--- src/rtl/amber_imem_loader_if.sv ---
// Byte-stream and imem-write bundle for the amber boot loader.
// Handshake: a byte moves on a rising edge where iw_byte_valid and
// ow_byte_ready are both high; the source holds iw_byte stable while valid
// is high and not yet accepted, and the loader may drop ready at any time.
interface amber_imem_loader_if #(
  parameter int ADDR_W = 12,
  parameter int DATA_W = 24
);
  logic [7:0]        iw_byte;
  logic              iw_byte_valid;
  logic              ow_byte_ready;
  logic              ow_imem_we;
  logic [ADDR_W-1:0] ow_imem_addr;
  logic [DATA_W-1:0] ow_imem_wdata;
  logic              ow_core_rst;
  logic              ow_done;
  logic              ow_err;

  // Stream source / system side.
  modport master (
    output iw_byte, iw_byte_valid,
    input  ow_byte_ready, ow_imem_we, ow_imem_addr, ow_imem_wdata,
    input  ow_core_rst, ow_done, ow_err
  );

  // Loader side.
  modport slave (
    input  iw_byte, iw_byte_valid,
    output ow_byte_ready, ow_imem_we, ow_imem_addr, ow_imem_wdata,
    output ow_core_rst, ow_done, ow_err
  );
endinterface

--- src/rtl/amber_imem_loader.sv ---
// Boot-time loader: takes a 3-byte big-endian word count N followed by N
// big-endian 24-bit words and writes them to imem addresses 0..N-1, holding
// the amber core in reset until the final word has landed.
module amber_imem_loader #(
  parameter int ADDR_W = 12,
  parameter int DATA_W = 24
) (
  input  logic       iw_clk,
  input  logic       iw_rst_n,
  input  logic       iw_restart,
  amber_imem_loader_if.slave bus,
  output logic [1:0] dbg_state
);

  typedef enum logic [1:0] {
    ST_HDR  = 2'd0,
    ST_DATA = 2'd1,
    ST_DONE = 2'd2,
    ST_ERR  = 2'd3
  } state_t;

  localparam logic [23:0] DEPTH = 24'(2 ** ADDR_W);

  state_t            state;
  logic [1:0]        phase;
  logic [15:0]       hi_bytes;   // bytes captured at phases 0 and 1
  logic [ADDR_W:0]   remaining;  // one extra bit so a full-depth count fits
  logic [ADDR_W-1:0] addr_cnt;
  logic [23:0]       word;
  logic              xfer;
  logic              last_byte;

  // Ready is purely a function of state; restart blocks acceptance outright.
  assign bus.ow_byte_ready = ((state == ST_HDR) || (state == ST_DATA)) && !iw_restart;
  assign xfer      = bus.iw_byte_valid && bus.ow_byte_ready;
  assign last_byte = xfer && (phase == 2'd2);
  assign word      = {hi_bytes, bus.iw_byte};
  assign dbg_state = state;

  // Single FSM: byte assembly, header decode, imem writes and status flags.
  always_ff @(posedge iw_clk or negedge iw_rst_n) begin
    if (!iw_rst_n) begin
      state             <= ST_HDR;
      phase             <= 2'd0;
      hi_bytes          <= 16'd0;
      remaining         <= '0;
      addr_cnt          <= '0;
      bus.ow_imem_we    <= 1'b0;
      bus.ow_imem_addr  <= '0;
      bus.ow_imem_wdata <= '0;
      bus.ow_core_rst   <= 1'b1;
      bus.ow_done       <= 1'b0;
      bus.ow_err        <= 1'b0;
    end else if (iw_restart) begin
      // A write strobe already on the outputs this cycle still lands; only
      // future activity is cancelled.
      state           <= ST_HDR;
      phase           <= 2'd0;
      hi_bytes        <= 16'd0;
      remaining       <= '0;
      addr_cnt        <= '0;
      bus.ow_imem_we  <= 1'b0;
      bus.ow_core_rst <= 1'b1;
      bus.ow_done     <= 1'b0;
      bus.ow_err      <= 1'b0;
    end else begin
      bus.ow_imem_we <= 1'b0;
      if (xfer) begin
        phase <= (phase == 2'd2) ? 2'd0 : phase + 2'd1;
        if (phase == 2'd0) hi_bytes[15:8] <= bus.iw_byte;
        if (phase == 2'd1) hi_bytes[7:0]  <= bus.iw_byte;
      end
      case (state)
        ST_HDR: begin
          if (last_byte) begin
            if (word == 24'd0) begin
              state       <= ST_DONE;
              bus.ow_done <= 1'b1;
            end else if (word > DEPTH) begin
              state      <= ST_ERR;
              bus.ow_err <= 1'b1;
            end else begin
              state     <= ST_DATA;
              remaining <= word[ADDR_W:0];
              addr_cnt  <= '0;
            end
          end
        end
        ST_DATA: begin
          if (last_byte) begin
            bus.ow_imem_we    <= 1'b1;
            bus.ow_imem_addr  <= addr_cnt;
            bus.ow_imem_wdata <= DATA_W'(word);
            addr_cnt          <= addr_cnt + ADDR_W'(1);
            remaining         <= remaining - (ADDR_W + 1)'(1);
            // The final write and the move to DONE share an edge, so the
            // core is released one cycle after the last strobe.
            if (remaining == (ADDR_W + 1)'(1)) begin
              state       <= ST_DONE;
              bus.ow_done <= 1'b1;
            end
          end
        end
        ST_DONE: begin
          bus.ow_core_rst <= 1'b0;
        end
        default: begin
          // ST_ERR: park with the core held in reset until restart.
        end
      endcase
    end
  end

endmodule

--- src/flat_wrapper.sv ---
// flat-port wrapper written by rule: the top's interface ports become plain ports
module amber_imem_loader_flat 
#(
  parameter int ADDR_W = 12,
  parameter int DATA_W = 24
)
  (iw_clk, iw_rst_n, iw_restart, dbg_state, bus_iw_byte, bus_iw_byte_valid, bus_ow_byte_ready, bus_ow_imem_we, bus_ow_imem_addr, bus_ow_imem_wdata, bus_ow_core_rst, bus_ow_done, bus_ow_err);
  amber_imem_loader_if #(.ADDR_W(ADDR_W), .DATA_W(DATA_W)) bus_i ();
  input  logic iw_clk;
  input  logic iw_rst_n;
  input  logic iw_restart;
  output logic [1:0] dbg_state;
  input wire logic [$bits(bus_i.iw_byte)-1:0] bus_iw_byte;
  input wire logic [$bits(bus_i.iw_byte_valid)-1:0] bus_iw_byte_valid;
  output wire logic [$bits(bus_i.ow_byte_ready)-1:0] bus_ow_byte_ready;
  output wire logic [$bits(bus_i.ow_imem_we)-1:0] bus_ow_imem_we;
  output wire logic [$bits(bus_i.ow_imem_addr)-1:0] bus_ow_imem_addr;
  output wire logic [$bits(bus_i.ow_imem_wdata)-1:0] bus_ow_imem_wdata;
  output wire logic [$bits(bus_i.ow_core_rst)-1:0] bus_ow_core_rst;
  output wire logic [$bits(bus_i.ow_done)-1:0] bus_ow_done;
  output wire logic [$bits(bus_i.ow_err)-1:0] bus_ow_err;
  assign bus_i.iw_byte = bus_iw_byte;
  assign bus_i.iw_byte_valid = bus_iw_byte_valid;
  assign bus_ow_byte_ready = bus_i.ow_byte_ready;
  assign bus_ow_imem_we = bus_i.ow_imem_we;
  assign bus_ow_imem_addr = bus_i.ow_imem_addr;
  assign bus_ow_imem_wdata = bus_i.ow_imem_wdata;
  assign bus_ow_core_rst = bus_i.ow_core_rst;
  assign bus_ow_done = bus_i.ow_done;
  assign bus_ow_err = bus_i.ow_err;
  amber_imem_loader #(.ADDR_W(ADDR_W), .DATA_W(DATA_W)) u_core (.iw_clk(iw_clk), .iw_rst_n(iw_rst_n), .iw_restart(iw_restart), .bus(bus_i), .dbg_state(dbg_state));
endmodule
--- config.mk ---
export PLATFORM = sky130hd
export DESIGN_NAME = amber_imem_loader_flat
export DESIGN_NICKNAME = d
export VERILOG_FILES = /design/src/rtl/amber_imem_loader_if.sv /design/src/rtl/amber_imem_loader.sv /design/src/flat_wrapper.sv
export SDC_FILE = /design/constraint.sdc
export NUM_CORES = 1
export LEC_CHECK = 0
export CAP_MARGIN = 10
export CORE_UTILIZATION = 30
export CTS_CLUSTER_SIZE = 40
export DETAILED_ROUTE_END_ITERATION = 16
export GPL_TIMING_DRIVEN = 0
export PLACE_DENSITY = 0.52
export REMOVE_ABC_BUFFERS = 1
export SYNTH_ARGS = -nofsm -noshare
export SYNTH_HDL_FRONTEND = slang
export SYNTH_SLANG_ARGS = --single-unit
export TNS_END_PERCENT = 20
--- constraint.sdc ---
create_clock -name iw_clk -period 3.55 [get_ports iw_clk]
set_input_delay 0.71 -clock iw_clk [delete_from_list [all_inputs] [get_ports iw_clk]]
set_output_delay 0.71 -clock iw_clk [all_outputs]
set_load 0.02 [all_outputs]
## Yosys cells after proc, flatten, opt, wreduce, memory -nomap -nowiden

Index checks and enable logic that the tools add are counted.

- Bits in registers: 85
- Output and inout bits: 43
- Word-level logic and storage cells: 94

- Add/subtract/negate cells: 3
- Order comparisons: 1
- Equal/unequal tests: 12
- Mux-type cells: 42
- Bitwise logic cells: 1
- Reductions and logical operators: 23

Operators by type and width:

| cell | number |
|---|---|
| 13-bit 2-to-1 mux | 5 |
| 12-bit 2-to-1 mux | 5 |
| 16-bit 2-to-1 mux | 2 |
| 13-bit one-hot mux with 2 select lines | 1 |
| 24-bit by 13-bit > comparator with 1-bit output (second input constant) | 1 |
| 24-bit zero test | 1 |
| 12-bit one-hot mux with 2 select lines | 1 |
| 2-bit 2-to-1 mux | 9 |
| 8-bit 2-to-1 mux | 2 |
| 1-bit 2-to-1 mux | 15 |
| 2-bit nonzero test | 7 |
| 13-bit by 1-bit equality test with 1-bit output (second input constant) | 1 |
| 13-bit by 1-bit subtractor with 13-bit output (second input constant) | 1 |
| 12-bit by 1-bit adder with 12-bit output (second input constant) | 1 |
| 3-bit != test (second input constant) | 4 |
| 5-bit AND reduction | 2 |
| 4-bit AND reduction | 2 |
| 3-bit by 2-bit != test with 1-bit output (second input constant) | 2 |
| 2-bit by 1-bit equality test with 1-bit output (second input constant) | 2 |
| 2-bit equality test (second input constant) | 2 |
| 2-bit zero test | 2 |
| 2-bit one-hot mux with 2 select lines | 1 |
| 2-bit AND reduction | 2 |
| 1-bit logical AND | 3 |
| other kinds (8) | 8 |

## Longest topological paths before layout

- Depth in word-level cells: 8
- Gate-level depth with buffers: 7
- Gate-level depth less buffers: 7

## Worst setup path after synthesis

Ideal clock, no wire load.

- Path type: input-to-reg
- Start: input iw_restart
- End: register u_core.bus.ow_imem_wdata[0]
- Library setup time: 125 ps
- Data arrival time: 2028 ps
- Required time: 3425 ps
- Path slack: 1397 ps
- Stages: 5
- Path buffers: 2
- Path through: or3b_1 > clkbuf_1 > nor2_4 > buf_2 > mux2_2

- Longest elaborated chain between the ends: 5
- Elaborated cells on any way between the ends: 6
- Classes of those cells: 1 x bitwise; 5 x reduce/logical

Ends and longest elaborated chain:

| what | line | text |
|---|---|---|
| start, declared | flat_wrapper.sv:11 | `input logic iw_restart;` |
| 1-bit zero test | amber_imem_loader.sv:34 | `assign bus.ow_byte_ready = ((state == ST_HDR) \|\| (state == ST_DATA)) && !iw_restart;` |
| 1-bit logical AND | amber_imem_loader.sv:34 |  |
| 1-bit logical AND | amber_imem_loader.sv:35 | `assign xfer = bus.iw_byte_valid && bus.ow_byte_ready;` |
| 1-bit logical AND | amber_imem_loader.sv:36 | `assign last_byte = xfer && (phase == 2'd2);` |
| 3-bit AND reduction (no line) (*) | n/a |  |
| end signal, assigned | amber_imem_loader.sv:93 | `bus.ow_imem_wdata <= DATA_W'(word);` |
| end, declared | amber_imem_loader_if.sv:29 | `output ow_byte_ready, ow_imem_we, ow_imem_addr, ow_imem_wdata,` |

Mark *: on every way between the ends. The rest lies on a longest branch, timed or not.
A chain may end at the register's enable or synchronous reset.

## Worst setup path in the final report

- Start: input iw_restart
- End: register u_core.bus.ow_imem_wdata[4]

The elaborated chain is that of the path after synthesis.

==> flow_summary.toml <==
[final_layout]
nets = 426
mostFrequentLayoutCells = "dfrtp_1 (84), clkdlybuf4s50_1 (52), nor2_1 (41), mux2_2 (35), a21oi_1 (24)"
layout.cells.most_common = "dfrtp_1"
antenna_cells_inserted = 0
drive_gt1_frac = 0.178
area.growth.synth_to_final_pct = 26.0

[grt]
grt.met3_usage = 0.0252
grt_start_max_net_pins = 66
antenna_violations_before_repair = 0
vias_in_the_first_global_route = 2926
global_route.usage.met2 = 0.225
grt-ovfl-total = 0
track_usage = 0.146
grt_first_pass_wirelength_mm = 16.1
grt_use_met1 = 0.209
grt_busiest_layer = "met2"

[timing]
setup_total_negative_slack_ns = 0
slew-limit-headroom = 0.444
final-setup-viol-count = 0
share_of_the_clock_period_used_by_the_worst_path_after_layout = 0.883
grt_setup_unrepaired = "false"
finClkSkew_ns = 0.00673
worst_pin_slew_ns = 0.833
maxClockFrequency_ghz = 0.319
finalMaxSlewViolations = 0
hold_viol = 0
post_route_minimum_period_ns = 3.14
final.hold.worst_slack_ns = 0.259

[synthesis]
dominantRegCellSynth = "dfrtp_1"
syn-mean-instance-area_um2 = 11.2
ff_latch_count_synth = 85
synth_seq_area_share = 0.527
post_synth_num_cell_types = 58
synth-edff-count = 0
ys_warn_count = 0
synthesis.area_um2 = 4040
post_synth_inst_count = 362
synthArstFlopShare = 1.00

[setup_path]
crit-reg2reg-launch = "u_core.dbg_state[1]"
setup.worst_path.start_class = "input pin"
crit_path_max_fanout = 24
cp_data_arrival_time_ns = 3.36
rrSetupSlack_ns = 0.91
crit_end = "u_core.bus.ow_imem_wdata[4]"
start_to_end_type_of_the_worst_setup_path = "in2reg"
critical_path.endpoint_type = "flip-flop"
worstRegToRegCells = 4
crit_start = "iw_restart"
worst_r2r_endpoint = "u_core.bus.ow_imem_wdata[4]"
cp.required_ns = 3.77

[floorplan]
placeableCoreArea_um2 = 13200
die_area_um2 = 13900
die_w_um = 118
io-pin-count = 55
placementRows = 42
floorplan.die.height_um = 118
starting_density = 0.306

[routing]
drt_drc_violations_left = 1
routed_via_density = 5.10
first_iter_violations = 142
antenna_violating_nets_post_route = 0
detailedRoute.firstPassIterationCount = 10
route.detailed.wl_per_inst_um = 16.1
routed-via-count = 3018
postRouteWirelength_mm = 9.55

[clocking]
cts_buffers = 9
cts_tree = "done"
post-cts-setup-buffer-count = 0
ctsRootBufferMaster = "clkbuf_16"
cts_hold_buf = 0
cts_repair_resize_count = 1
clock_latency_ns = 0.33
clock_path_buffers = 2
cts.reportedPaths.clkPinSlew_ns = 0.06
number_of_h_tree_levels = 3
clock_sink_count = 85

[run]
max_cap_violations = 0

[power_and_ir_drop]
power_density_nw_per_um2 = 511
static-leakage-power_nw = 2.21
peakVddDrop_mv = 0.221
fin_total_pwr_mw = 2.60

[run_status]
status = "finished, violations left"
violated_checks = "DRC"

[place]
place.port_buffers = 54
routabilityCongestion = 0.737
dp.final_hpwl_mm = 6.51

[worst_hold_path]
worst_hold_class = "in2async"
[worst max-delay path, stage by stage]
cell and delay, ns:
dlygate4sd2_1 0.43, buf_16 0.25, or3b_1 0.68, nor2_4 0.65, buf_12 0.26, mux2_2 0.35
[Yosys cell counts, types with 4 or more instances]
cell type,number,share of area
dfrtp_1,84,0.52
buf_2,8,0.0099
nand2_1,6,0.0056
clkbuf_1,9,0.0084
nor3_1,10,0.012
nor4_1,10,0.015
o31ai_1,4,0.0074
inv_1,9,0.0084
nor4_2,4,0.012
mux2i_1,18,0.045
o21ai_0,11,0.014
nor2_1,41,0.038
a31oi_1,7,0.011
a21oi_1,24,0.030
o21ai_1,13,0.016
nand3_1,7,0.0087
mux2_2,35,0.098
[per-stage QoR]
step           instances   util  instance area (µm²)  setup WS [ns]
6_report             592  0.386                 5090          0.415
5_1_grt              592  0.386                 5090          0.251
4_1_cts              591  0.384                 5070          0.224
3_5_place_dp         575  0.362                 4770         -0.678
3_3_place_gp         572  0.357                 4710          -1.49
2_1_floorplan        342      -                 3950           1.03
[area by class of cell]
| class | instances | area (µm²) |
|---|---|---|
| inverter | 9 | 33.8 |
| clock buffer | 11 | 253 |
| fill | 1277 | 8100 |
| multi-input combinational | 248 | 1790 |
| sequential | 85 | 2130 |
| tap | 176 | 220 |
| timing repair buffer | 58 | 623 |
| clock inverter | 5 | 42.5 |
[logic make-up (layout without fill, tap and decap cells)]
group                      Yosys count  in the layout  share of synthesized area
and+or+nand+nor                    107            107                      0.152
muxes                               53             53                      0.142
adders and majority gates            3              3                    0.00929
buffers and inverters               29             83                     0.0313
AOI/OAI and AO/OA                   85             85                      0.139
DFF                                 85             85                      0.527
[how the worst min path moves through the flow]
stage,start,to,slack (ns)
2_1_floorplan,iw_rst_n,u_core.addr_cnt[0],0.41
3_3_place_gp,u_core.bus.ow_core_rst,u_core.bus.ow_core_rst,0.47
3_5_place_dp,u_core.bus.ow_core_rst,u_core.bus.ow_core_rst,0.48
4_1_cts,iw_rst_n,u_core.remaining[5],0.26
5_1_grt,iw_rst_n,u_core.bus.ow_imem_addr[10],0.28
6_report,iw_rst_n,u_core.bus.ow_imem_addr[9],0.26
[per-layer routing]
metal	vias to the layer above	wire, µm
met4	0	101
met2	48	4420
met1	1519	4700
li1	1444	-
met5	-	0
met3	7	326
[flip-flops by register name, summed over array words and instances (netlist names)]
| register | flops |
|---|---|
| u_core.bus.ow_core_rst | 1 |
| u_core.bus.ow_done | 1 |
| u_core.remaining | 13 |
| u_core.hi_bytes | 16 |
| u_core.phase | 2 |
| u_core.dbg_state | 2 |
| u_core.bus.ow_imem_addr | 12 |
| u_core.bus.ow_err | 1 |
| u_core.bus.ow_imem_wdata | 24 |
| u_core.bus.ow_imem_we | 1 |
| u_core.addr_cnt | 12 |
[report_power, final]
group	internal, mW	switching [mW]	total [mW]
clock network	0.520	0.389	0.909
registers	1.05	0.0816	1.13
logic	0.232	0.333	0.565
total	1.80	0.803	2.60
(Power assumes the default switching activity.)
